`config.mk`:
```
export PLATFORM = sky130hd
export DESIGN_NAME = ip_megarom_ex_flat
export DESIGN_NICKNAME = d
export VERILOG_FILES = /design/src/rtl/ip_megarom_ex_if.sv /design/src/rtl/ip_megarom_ex.sv /design/src/flat_wrapper.sv
export SDC_FILE = /design/constraint.sdc
export NUM_CORES = 1
export LEC_CHECK = 0
export CORE_MARGIN = 2
export CORE_UTILIZATION = 54
export CTS_CLUSTER_DIAMETER = 150
export CTS_CLUSTER_SIZE = 14
export DETAILED_ROUTE_END_ITERATION = 6
export GPL_ROUTABILITY_DRIVEN = 0
export PLACE_DENSITY = 0.85
export SETUP_SLACK_MARGIN = 0.5
export SLEW_MARGIN = 20
export SYNTH_ARGS = -nofsm -noshare
export SYNTH_HDL_FRONTEND = slang
export SYNTH_SLANG_ARGS = --single-unit
```
`constraint.sdc`:
```
create_clock -name clk -period 3.8 [get_ports clk]
set_input_delay 0.76 -clock clk [delete_from_list [all_inputs] [get_ports clk]]
set_output_delay 0.76 -clock clk [all_outputs]
set_load 0.005 [all_outputs]
```
`src/rtl/ip_megarom_ex_if.sv`:
```
// Z80 cartridge-side bus between the slot decoder (master) and the MegaROM mapper (slave).
interface ip_megarom_ex_if;
  logic [15:0] bus_address;
  logic        bus_io_cs;
  logic        bus_memory_cs;
  logic        bus_read_ready;
  logic [7:0]  bus_read_data;
  logic [7:0]  bus_write_data;
  logic        bus_read;
  logic        bus_write;
  logic        bus_io;
  logic        bus_memory;
  logic        scc_cs;

  modport master (
    output bus_address, bus_write_data, bus_read, bus_write, bus_io, bus_memory,
    input  bus_io_cs, bus_memory_cs, bus_read_ready, bus_read_data, scc_cs
  );

  modport slave (
    input  bus_address, bus_write_data, bus_read, bus_write, bus_io, bus_memory,
    output bus_io_cs, bus_memory_cs, bus_read_ready, bus_read_data, scc_cs
  );
endinterface

```
`src/rtl/ip_megarom_ex.sv`:
```
// Parametrised MegaROM mapper: bank registers, SCC/SCC-I windows, SCC+ mode register
// and a request/wait FSM towards the shared RAM port with a read timeout.
module ip_megarom_ex #(
  parameter int                ADDR_W    = 22,
  parameter int                BANK_W    = 8,
  parameter logic [ADDR_W-1:0] BASE_ADDR = '0,
  parameter int                TIMEOUT   = 64
) (
  input  logic              n_reset,
  input  logic              clk,
  input  logic [2:0]        mode,
  input  logic [BANK_W-1:0] bank_mask,
  ip_megarom_ex_if.slave    bus,
  output logic              rd,
  output logic              wr,
  input  logic              busy,
  output logic [ADDR_W-1:0] address,
  output logic [7:0]        wdata,
  input  logic [7:0]        rdata,
  input  logic              rdata_en
);

  localparam logic [2:0] MODE_ASC8  = 3'd0;
  localparam logic [2:0] MODE_ASC16 = 3'd1;
  localparam logic [2:0] MODE_KON4  = 3'd3;
  localparam logic [2:0] MODE_SCC   = 3'd4;
  localparam logic [2:0] MODE_SCCP  = 3'd5;
  localparam logic [2:0] MODE_GEN8  = 3'd6;
  localparam logic [2:0] MODE_GEN16 = 3'd7;

  typedef enum logic [1:0] {ST_IDLE, ST_REQ, ST_WAIT} state_t;

  state_t            state_reg;
  logic              rd_reg;
  logic              wr_reg;
  logic              ready_reg;
  logic [7:0]        read_data_reg;
  logic [ADDR_W-1:0] address_reg;
  logic [7:0]        wdata_reg;
  logic [7:0]        count_reg;
  logic              sccp_en_reg;
  logic              sccp_ram_en_reg;

  logic [15:0]       a;
  logic [7:0]        d;
  logic              in_rom;
  logic [1:0]        sel;
  logic              reg_wr;
  logic              is_mode_reg;
  logic              mode_reg_wr;
  logic [3:0]        bank_we;
  logic              pair_wr;
  logic [BANK_W-1:0] bank [4];
  logic [BANK_W-1:0] bank_sel;
  logic [ADDR_W-1:0] ram_addr;
  logic              scc_win;
  logic              scci_win;
  logic              scc_hit;
  logic              rd_accept;
  logic              wr_accept;

  assign a           = bus.bus_address;
  assign d           = bus.bus_write_data;
  assign in_rom      = a[15] ^ a[14];
  // 8K window index: 4000h->0, 6000h->1, 8000h->2, A000h->3
  assign sel         = a[14:13] ^ 2'b10;
  assign reg_wr      = bus.bus_memory & bus.bus_write;
  assign is_mode_reg = (a[15:1] == 15'h5FFF);
  assign mode_reg_wr = reg_wr & is_mode_reg;

  always_comb begin
    bank_we = 4'b0000;
    pair_wr = 1'b0;
    if (reg_wr && !sccp_ram_en_reg) begin
      case (mode)
        MODE_ASC8: begin
          if (a[15:13] == 3'b011) bank_we[a[12:11]] = 1'b1;
        end
        MODE_ASC16: begin
          pair_wr = 1'b1;
          if (a[15:13] == 3'b011 && !a[11]) bank_we = a[12] ? 4'b1100 : 4'b0011;
        end
        MODE_KON4: begin
          if (in_rom && sel != 2'd0) bank_we[sel] = 1'b1;
        end
        MODE_SCC, MODE_SCCP: begin
          if (in_rom && a[12:11] == 2'b10) bank_we[sel] = 1'b1;
        end
        MODE_GEN8: begin
          if (in_rom && !a[11]) bank_we[sel] = 1'b1;
        end
        MODE_GEN16: begin
          pair_wr = 1'b1;
          if (in_rom && !a[11]) bank_we = a[15] ? 4'b1100 : 4'b0011;
        end
        default: ;
      endcase
    end
  end

  // Paired modes store a 16K page number as two consecutive 8K banks.
  for (genvar gi = 0; gi < 4; gi++) begin : g_bank
    logic [BANK_W-1:0] value_reg;
    always_ff @(posedge clk or negedge n_reset) begin
      if (!n_reset)
        value_reg <= BANK_W'(gi);
      else if (bank_we[gi])
        value_reg <= pair_wr ? BANK_W'({d[6:0], ((gi % 2) == 1) ? 1'b1 : 1'b0}) : BANK_W'(d);
    end
    assign bank[gi] = value_reg;
  end

  always_ff @(posedge clk or negedge n_reset) begin
    if (!n_reset) begin
      sccp_en_reg     <= 1'b0;
      sccp_ram_en_reg <= 1'b0;
    end else if (mode != MODE_SCCP) begin
      sccp_en_reg     <= 1'b0;
      sccp_ram_en_reg <= 1'b0;
    end else begin
      sccp_en_reg     <= mode_reg_wr ? d[5] : sccp_en_reg;
      sccp_ram_en_reg <= mode_reg_wr ? d[4] : sccp_ram_en_reg;
    end
  end

  assign scc_win  = (mode == MODE_SCC || mode == MODE_SCCP) &&
                    (bank[2][5:0] == 6'h3F) && (a[15:11] == 5'b10011);
  assign scci_win = (mode == MODE_SCCP) && bank[3][7] &&
                    (a[15:11] == 5'b10111) && !is_mode_reg;
  assign scc_hit  = scc_win | scci_win;

  assign bank_sel = bank[sel];
  assign ram_addr = BASE_ADDR + ADDR_W'({bank_sel & bank_mask, a[12:0]});

  assign rd_accept = (state_reg == ST_IDLE) && bus.bus_memory && bus.bus_read &&
                     in_rom && !scc_hit;
  assign wr_accept = (state_reg == ST_IDLE) && reg_wr && !bus.bus_read &&
                     (mode == MODE_SCCP) && sccp_ram_en_reg && in_rom &&
                     !scc_hit && !is_mode_reg;

  always_ff @(posedge clk or negedge n_reset) begin
    if (!n_reset) begin
      state_reg     <= ST_IDLE;
      rd_reg        <= 1'b0;
      wr_reg        <= 1'b0;
      ready_reg     <= 1'b0;
      read_data_reg <= 8'h00;
      address_reg   <= BASE_ADDR;
      wdata_reg     <= 8'h00;
      count_reg     <= 8'd0;
    end else begin
      ready_reg <= 1'b0;
      case (state_reg)
        ST_IDLE: begin
          if (rd_accept || wr_accept) begin
            address_reg <= ram_addr;
            wdata_reg   <= d;
            rd_reg      <= rd_accept;
            wr_reg      <= wr_accept;
            state_reg   <= ST_REQ;
          end
        end
        ST_REQ: begin
          if (!busy) begin
            rd_reg    <= 1'b0;
            wr_reg    <= 1'b0;
            count_reg <= 8'd0;
            state_reg <= rd_reg ? ST_WAIT : ST_IDLE;
          end
        end
        ST_WAIT: begin
          // Real data takes priority over a timeout landing on the same edge.
          if (rdata_en) begin
            read_data_reg <= rdata;
            ready_reg     <= 1'b1;
            state_reg     <= ST_IDLE;
          end else if (count_reg == 8'(TIMEOUT - 1)) begin
            read_data_reg <= 8'hFF;
            ready_reg     <= 1'b1;
            state_reg     <= ST_IDLE;
          end else begin
            count_reg <= count_reg + 8'd1;
          end
        end
        default: state_reg <= ST_IDLE;
      endcase
    end
  end

  assign bus.bus_io_cs      = 1'b0;
  assign bus.bus_memory_cs  = in_rom;
  assign bus.bus_read_ready = ready_reg;
  assign bus.bus_read_data  = read_data_reg;
  assign bus.scc_cs         = scc_hit;
  assign rd                 = rd_reg;
  assign wr                 = wr_reg;
  assign address            = address_reg;
  assign wdata              = wdata_reg;

endmodule
```
`src/flat_wrapper.sv`:
```
// flat-port wrapper written by rule: the top's interface ports become plain ports
module ip_megarom_ex_flat 
#(
  parameter int                ADDR_W    = 22,
  parameter int                BANK_W    = 8,
  parameter logic [ADDR_W-1:0] BASE_ADDR = '0,
  parameter int                TIMEOUT   = 64
)
  (n_reset, clk, mode, bank_mask, rd, wr, busy, address, wdata, rdata, rdata_en, bus_bus_address, bus_bus_write_data, bus_bus_read, bus_bus_write, bus_bus_io, bus_bus_memory, bus_bus_io_cs, bus_bus_memory_cs, bus_bus_read_ready, bus_bus_read_data, bus_scc_cs);
  ip_megarom_ex_if bus_i ();
  input  logic n_reset;
  input  logic clk;
  input  logic [2:0] mode;
  input  logic [BANK_W-1:0] bank_mask;
  output logic rd;
  output logic wr;
  input  logic busy;
  output logic [ADDR_W-1:0] address;
  output logic [7:0] wdata;
  input  logic [7:0] rdata;
  input  logic rdata_en;
  input wire logic [$bits(bus_i.bus_address)-1:0] bus_bus_address;
  input wire logic [$bits(bus_i.bus_write_data)-1:0] bus_bus_write_data;
  input wire logic [$bits(bus_i.bus_read)-1:0] bus_bus_read;
  input wire logic [$bits(bus_i.bus_write)-1:0] bus_bus_write;
  input wire logic [$bits(bus_i.bus_io)-1:0] bus_bus_io;
  input wire logic [$bits(bus_i.bus_memory)-1:0] bus_bus_memory;
  output wire logic [$bits(bus_i.bus_io_cs)-1:0] bus_bus_io_cs;
  output wire logic [$bits(bus_i.bus_memory_cs)-1:0] bus_bus_memory_cs;
  output wire logic [$bits(bus_i.bus_read_ready)-1:0] bus_bus_read_ready;
  output wire logic [$bits(bus_i.bus_read_data)-1:0] bus_bus_read_data;
  output wire logic [$bits(bus_i.scc_cs)-1:0] bus_scc_cs;
  assign bus_i.bus_address = bus_bus_address;
  assign bus_i.bus_write_data = bus_bus_write_data;
  assign bus_i.bus_read = bus_bus_read;
  assign bus_i.bus_write = bus_bus_write;
  assign bus_i.bus_io = bus_bus_io;
  assign bus_i.bus_memory = bus_bus_memory;
  assign bus_bus_io_cs = bus_i.bus_io_cs;
  assign bus_bus_memory_cs = bus_i.bus_memory_cs;
  assign bus_bus_read_ready = bus_i.bus_read_ready;
  assign bus_bus_read_data = bus_i.bus_read_data;
  assign bus_scc_cs = bus_i.scc_cs;
  ip_megarom_ex #(.ADDR_W(ADDR_W), .BANK_W(BANK_W), .BASE_ADDR(BASE_ADDR), .TIMEOUT(TIMEOUT)) u_core (.n_reset(n_reset), .clk(clk), .mode(mode), .bank_mask(bank_mask), .bus(bus_i), .rd(rd), .wr(wr), .busy(busy), .address(address), .wdata(wdata), .rdata(rdata), .rdata_en(rdata_en));
endmodule
```
# Word-level counts from Yosys, hierarchy flattened
# Index checks and enable logic that the tools add are counted.
[classes]
addsub = 1
n_mul = 0
div = 0
order_cmp = 5
n_eq_ne = 21
shift = 0
mux = 43
n_bitwise = 7
n_reduce_logical = 44
[op_table]
columns = ["op", "count"]
rows = [
  ["$mux 8", 9],
  ["$mux 4", 9],
  ["$pmux 4 s6", 1],
  ["$logic_and 1x1->1", 23],
  ["$bmux 8 s2", 1],
  ["$pmux 8 s2", 1],
  ["$eq 15x15->1 const B", 1],
  ["$eq 3x3->1 const B", 4],
  ["$mux 1", 12],
  ["$eq 5x5->1 const B", 2],
  ["$mux 2", 5],
  ["$reduce_bool 2->1", 5],
  ["$add 8x1->8 const B", 1],
  ["$and 8x8->8", 1],
  ["$eq 8x6->1 const B", 1],
  ["$ne 2x2->1 const B", 4],
  ["$eq 3x2->1 const B", 2],
  ["$eq 6x6->1 const B", 1],
  ["$lt 2x3->1 const B", 2],
  ["$pmux 2 s3", 1],
  ["$reduce_and 3->1", 2],
  ["$logic_not 1->1", 5],
  ["$demux 1 s2", 2],
  ["$eq 2x2->1 const B", 2],
  ["other kinds (18)", 24],
]
[word_totals]
register_bits = 83
latch_bits = 0
ram_bits = 0
mem_bits_ro = 0
output_inout_bits = 44
n_memories = 0

# Longest topological paths before layout
# Gate-level depths: netlist (run 1).
[logic_depth]
word_depth = 11
ltp_mapped = 7
ltp_nobuf = 6

# Worst setup path after synthesis (run 1)
# No wires, ideal clock.
[synth_path]
path_kind = "input to output"
startpoint = "input port bus_bus_address[13]"
endpoint = "output port bus_scc_cs"
t_arrival_ns = 1.581
required_ns = 3.040
setup_slack_ns = 1.459
path_stages = 3
n_path_buf = 0
path_cell_list = "or3b_4 nor4_4 a21o_2"
[synth_via]
elab_chain_cells = 4
elab_cells_between_ends = 8
classes_between = "eq/ne (3); bitwise (1); reduce/logical (4)"
[synth_rtl]
columns = ["element", "line", "source"]
rows = [
  ["start, declared", "flat_wrapper.sv:22", "input wire logic [$bits(bus_i.bus_address)-1:0] bus_bus_address;"],
  ["$eq 15x15->1 or $eq 5x5->1 (tied branches)", "ip_megarom_ex.sv:68, ip_megarom_ex.sv:129", ""],
  ["$logic_not 1->1 or $logic_and 1x1->1 (tied branches)", "ip_megarom_ex.sv:129, ip_megarom_ex.sv:128", ""],
  ["$logic_and 1x1->1", "ip_megarom_ex.sv:129", "(a[15:11] == 5'b10111) && !is_mode_reg;"],
  ["$or 1x1->1 (*)", "ip_megarom_ex.sv:130", "assign scc_hit = scc_win | scci_win;"],
  ["end, declared", "flat_wrapper.sv:32", "output wire logic [$bits(bus_i.scc_cs)-1:0] bus_scc_cs;"],
]
# Mark *: on every way between the ends. The rest lies on a longest branch, timed or not.

# Worst setup path after layout (run 1)
[layout_path]
startpoint = "input port bus_bus_address[11]"
endpoint = "output port bus_scc_cs"
# The elaborated chain is that of the path after synthesis.

==> impl_metrics.ini, run 1 <==
[final_layout]
fin_nets = 466
final_cell_mix = 86 x clkdlybuf4s50_1, 79 x dfrtp_1, 40 x mux2_2
final_common_cell = clkdlybuf4s50_1
regArea_um2 = 2080
largest_reg_flops = 32
multi_input_area_um2 = 1910
syn2layout_area_growth_pct = 32.0
diodes = 0
layout-drive-gt1-share_pct = 27.3
fillCellCount = 525

[clock_network]
root_buffer = clkbuf_8
ctsHoldBuffers = 0
cts.path.max_buffers = 2
clock_sinks = 83
cts-htree-levels = 3
clock_latency_ps = 360
cts_buffers = 9
cts.reportedPaths.clkPinSlew_ps = 80
cts_tree = yes

[sta]
period_minus_slack_ps = 3250
worst_pin_slew_ps = 848
relSlewSlack_pct = 43.4
setup_viol = 0
fmax_ghz = 0.307
fin_ws_ps = 547
tns_ps = 0
clock_skew_ps = 9.84
slew_violations = 0
rsz0062_at_grt = no
period_share_pct = 85.6
hold_violations = 0

[logic_synthesis]
syn_avg_cell_area_um2 = 13.1
synth_xor_xnor_area_share_pct = 1.07
netlist.top_cell.by_area = dfrtp_1
synth_top_family_by_area = multiplexers
yosys-top-cells-area = dfrtp_1 48%, mux2_2 11%, mux2_4 7.3%
synthAdderAreaFrac_pct = 0.306
ys_types = 57
synth.top_cell.area_share_pct = 48.3
ys_ff_latch = 83
async_flop_share_pct = 100
synth-warning-count = 0
yosys_most_used_dff = dfrtp_1
synth_area_um2 = 4090
syn_inst = 312
yosysSeqAreaShare_pct = 50.9
synth_edf_count = 0
synth_simple_gate_area_share_pct = 12.0
synth.area.mux_share_pct = 25.2
synth_compound_area_share_pct = 7.31

[floorplanning]
initial_core_util_pct = 56.1
dieArea_um2 = 8290
core_um2 = 7290
die_y_um = 91.1
fp.dieW_um = 91.1
io_pins = 95
rows = 31

[drt]
wl_um = 9380
via_count = 2858
first_iter_violations = 119
dr.pass1.iters = 4
routedWlPerCell_um = 18.1
viasPerCell = 5.53
antenna_left = 0
drc = 0

[global_route]
antenna_found_initial = 0
gr-usage-met1_pct = 30.6
grt_busiest_layer = met2
grt_pass1_wl_um = 15600
grt_use_met3_pct = 4.73
grt_max_degree = 84
grtUsageMet2_pct = 40.2
grt_usage_pct = 24.1
grt_pass1_vias = 3058
grt_overflow_total = 0

[critical_path]
critPathKind = primary input to output port
crit_top_cell = clkdlybuf4s50_1
path_cells = clkdlybuf4s50_1 > nand3_2 > nor4_4 > a21o_2 > clkdlybuf4s50_1
crit_fanout = 6
crit_path_end_kind = output port
cp_slowest_cell = clkdlybuf4s50_1
required_ps = 3040
max_stage_delay_ps = 570
cp.arrival_ps = 2490
critPathLaunchType = primary input

[placed_design]
hpwlAfterDp_um = 6630
dp_slack_ps = 347
port_buffers = 91

[power_and_ir_drop]
vdd_drop_max_mv = 0.250
p_leak_nw = 2.39
pwr_density_cell_nw_per_um2 = 510

[worst_hold_path]
hp-class = primary input to asynchronous set/reset pin

[job]
max_cap_violations = 0

[outcome]
outcome = completed
## power by group
| part | leakage (nW) | internal (mW) | total (mW) | switching, mW |
|---|---|---|---|---|
| Clock | 0.120 | 0.452 | 0.761 | 0.309 |
| Combinational | 1.23 | 0.521 | 0.758 | 0.237 |
| Sequential | 1.04 | 1.10 | 1.23 | 0.131 |
| Total | 2.39 | 2.08 | 2.75 | 0.676 |
## critical path: cells and delay by family
kind                   cells  cell delay [ps]
buffers and inverters      2             1070
and+or+nand+nor            2              490
AOI/OAI and AO/OA          1              170
## final timing paths
check | cells after the start | to | start | slack [ps]
hold reg to reg | 1 | u_core.g_bank[3].value_reg[4]$_DFFE_PN0P_ | u_core.g_bank[3].value_reg[4]$_DFFE_PN0P_ | 510
setup / recovery | 5 | bus_scc_cs | bus_bus_address[11] | 550
max in group asynchronous | 1 | u_core.g_bank[2].value_reg[3]$_DFFE_PN0P_ | n_reset | 2850
hold / removal | 1 | u_core.bus.bus_read_data[7]$_DFFE_PN0P_ | n_reset | 410
min in group clk | 1 | u_core.g_bank[3].value_reg[4]$_DFFE_PN0P_ | u_core.g_bank[3].value_reg[4]$_DFFE_PN0P_ | 510
setup reg to reg | 7 | u_core.address[3]$_DFFE_PN0P_ | u_core.g_bank[2].value_reg[1]$_DFFE_PN1P_ | 1510
## layout make-up
| class | instances | area share (%) |
|---|---|---|
| Clock buffer | 11 | 2.62 |
| Clock inverter | 4 | 1.83 |
| Inverter | 10 | 0.695 |
| Multi-Input combinational cell | 208 | 35.3 |
| Sequential cell | 83 | 38.5 |
| Tap cell | 99 | 2.29 |
| Timing Repair Buffer | 102 | 18.8 |
## layer usage
metal | up-vias | wire length, µm
met1 | 1417 | 3980
met5 | - | 0
met4 | 0 | 260
met3 | 22 | 511
li1 | 1339 | -
met2 | 80 | 4630
## repair_timing
action                     CTS  global route
pin swaps                    1             2
setup endpoints to repair    1             1
cloned                       0             0
setup buffers                0             2
gates resized for setup      3             5
## Yosys cell counts, types with 4 or more instances
library cell and count:
nor2_1 11, and3_1 4, buf_4 4, nor3b_1 5, mux2_4 20, mux2i_1 10
nand3_1 6, nand2_1 25, xor2_1 4, o22a_1 8, inv_1 10, dfstp_2 4
dfrtp_1 79, mux2_2 40, buf_6 4, o21ai_0 5, mux4_2 8, nand2b_1 8
and2_1 4, nand4_1 6
## metrics by stage
step | instance area [µm²] | util, % | hold WS, ps | std cells | power, mW
after floorplan | 4100 | - | 462 | 313 | 1.57
after global placement | 5120 | 70.2 | 482 | 500 | 1.97
after detailed placement | 5120 | 70.2 | 490 | 500 | 2.01
after CTS | 5370 | 73.6 | 506 | 515 | 2.78
after global routing | 5400 | 74.1 | 485 | 517 | 2.89
final | 5400 | 74.1 | 414 | 517 | 2.75
## logic make-up after synthesis
logic type / after synthesis
AND/OR/NAND/NOR: 87
buffers and inverters: 22
other: 1
multiplexers: 78
AO/OA/AOI/OAI: 35
flip-flops: 83
XOR/XNOR: 5
adder cells (fa/ha/maj): 1
Note: power is estimated with default switching activity, not from simulation.
==> inputs of run 2 (changes only) <==
--- a/config.mk
+++ b/config.mk
@@ -12,6 +12,7 @@
 export DETAILED_ROUTE_END_ITERATION = 6
 export GPL_ROUTABILITY_DRIVEN = 0
 export PLACE_DENSITY = 0.85
+export RECOVER_POWER = 25
 export SETUP_SLACK_MARGIN = 0.5
 export SLEW_MARGIN = 20
 export SYNTH_ARGS = -nofsm -noshare
==> run 2 against run 1 <==
Net effect: the flow now finishes with violations (capacitance limit, slew limit); sequential power about the same; first-iteration DRC count is the same; worst hold slack gained 94 ps; sequential cell count unchanged; register-to-register slack barely moved; combinational power about the same; setup slack gained 1.0 ps; clock skew about the same; non-clock buffer count unchanged; die area is the same; cell count is the same.
==> impl_metrics.ini, run 2 (synthesized netlist as in run 1, its figures left out) <==
[outcome]
outcome = finished with violations
violations = capacitance limit, slew limit

[drt]
wl_um = 9400
dr.pass1.iters = 4
first_iter_violations = 119
antenna_left = 0
viasPerCell = 5.54
routedWlPerCell_um = 18.2
via_count = 2862
drc = 0

[sta]
hold_violations = 0
tns_ps = 0
clock_skew_ps = 9.79
rsz0062_at_grt = no
period_share_pct = 85.6
fmax_ghz = 0.307
relSlewSlack_pct = -34.2
slew_violations = 84
fin_ws_ps = 548
worst_pin_slew_ps = 2010
setup_viol = 0
period_minus_slack_ps = 3250

[critical_path]
rr_worst_depth = 7
critPathKind = primary input to output port
required_ps = 3040
cp.arrival_ps = 2490
critPathLaunchType = primary input
crit_fanout = 6
crit_path_end_kind = output port

[final_layout]
diodes = 0
final_common_cell = clkdlybuf4s50_1
layout-drive-gt1-share_pct = 27.3
largest_reg_flops = 32
final_cell_mix = 86 x clkdlybuf4s50_1, 79 x dfrtp_1, 40 x mux2_2
fillCellCount = 524
syn2layout_area_growth_pct = 31.9
fin_nets = 466

[power_and_ir_drop]
swShare_pct = 24.6
p_switching_uw = 678
p_seq_share_pct = 44.8
vdd_drop_max_mv = 0.250
comb_power_share_pct = 27.5
clkPwrFrac_pct = 27.7
p_int_mw = 2.08
pwr_density_cell_nw_per_um2 = 510
p_leak_nw = 2.39

[clock_network]
clock_latency_ps = 360
cts.path.max_buffers = 2
ctsHoldBuffers = 0
clock_sinks = 83
cts-htree-levels = 3
cts_buffers = 9
cts.reportedPaths.clkPinSlew_ps = 70
cts_tree = yes
root_buffer = clkbuf_8

[global_route]
grt_overflow_total = 0
antenna_found_initial = 0
grt_max_degree = 84
grt_pass1_vias = 3058
grt_pass1_wl_um = 15600
grt_usage_pct = 24.1

[floorplanning]
initial_core_util_pct = 56.1
core_um2 = 7290
rows = 31
dieArea_um2 = 8290
fp.dieW_um = 91.1
die_y_um = 91.1
io_pins = 95

[job]
max_cap_violations = 1

[placed_design]
hpwlAfterDp_um = 6630
port_buffers = 91
dp_slack_ps = 347

[worst_hold_path]
hp-class = register to register
hold_depth = 1
==> run 2: cell count changes in the layout (fill, tap and decap cells not counted) <==
cell	change
clkbuf_2	+1
buf_6	-1
==> run 2: what timing repair did <==
action,CTS,global route
gates resized for setup,3,5
pin swaps,1,2
setup endpoints to repair,1,1
buffers inserted,0,2
==> run 2: power groups by stage <==
stage,Clock [mW],Combinational [mW],Sequential [mW]
after floorplan,0,0.340,1.23
after global placement,0,0.736,1.23
after detailed placement,0,0.760,1.25
after CTS,0.777,0.765,1.23
after global routing,0.818,0.811,1.26
final,0.762,0.757,1.24
==> run 2: cell type report <==
type | count | area, µm² | area share [%]
Timing Repair Buffer | 102 | 1010 | 18.7
Inverter | 10 | 37.5 | 0.695
Clock inverter | 4 | 98.8 | 1.83
Tap cell | 99 | 124 | 2.29
Clock buffer | 11 | 141 | 2.62
Multi-Input combinational cell | 208 | 1910 | 35.3
Sequential cell | 83 | 2080 | 38.6
==> run 2: metrics by stage <==
stage / instances / hold slack (ps) / utilization, % / power, mW / cell area, µm²
after floorplan: 313 / 462 / - / 1.57 / 4100
after global placement: 500 / 482 / 70.2 / 1.97 / 5120
after detailed placement: 500 / 490 / 70.2 / 2.01 / 5120
after CTS: 515 / 506 / 73.6 / 2.78 / 5370
after global routing: 517 / 527 / 74.0 / 2.89 / 5400
final: 517 / 509 / 74.0 / 2.75 / 5400
==> run 2: per-layer routing <==
| metal | routed length [µm] | global-route usage [%] |
|---|---|---|
| met4 | 261 | 10.7 |
| met3 | 496 | 4.73 |
| met5 | 0 | 0 |
| met2 | 4650 | 40.2 |
| met1 | 3980 | 30.6 |
==> run 2: final timing paths <==
path,from,endpoint,slack [ps]
max,bus_bus_address[11],bus_scc_cs,550
min,u_core.g_bank[3].value_reg[4]$_DFFE_PN0P_,u_core.g_bank[3].value_reg[4]$_DFFE_PN0P_,510
max reg2reg,u_core.g_bank[2].value_reg[1]$_DFFE_PN1P_,u_core.address[3]$_DFFE_PN0P_,1510
min reg2reg,u_core.g_bank[3].value_reg[4]$_DFFE_PN0P_,u_core.g_bank[3].value_reg[4]$_DFFE_PN0P_,510
max in group asynchronous,n_reset,u_core.g_bank[2].value_reg[3]$_DFFE_PN0P_,1650
min in group asynchronous,n_reset,u_core.bus.bus_read_data[7]$_DFFE_PN0P_,940
==> run 2: critical path, stage by stage <==
cell	delay, ps
clkdlybuf4s50_1	570
nand3_2	150
nor4_4	340
a21o_2	170
clkdlybuf4s50_1	500
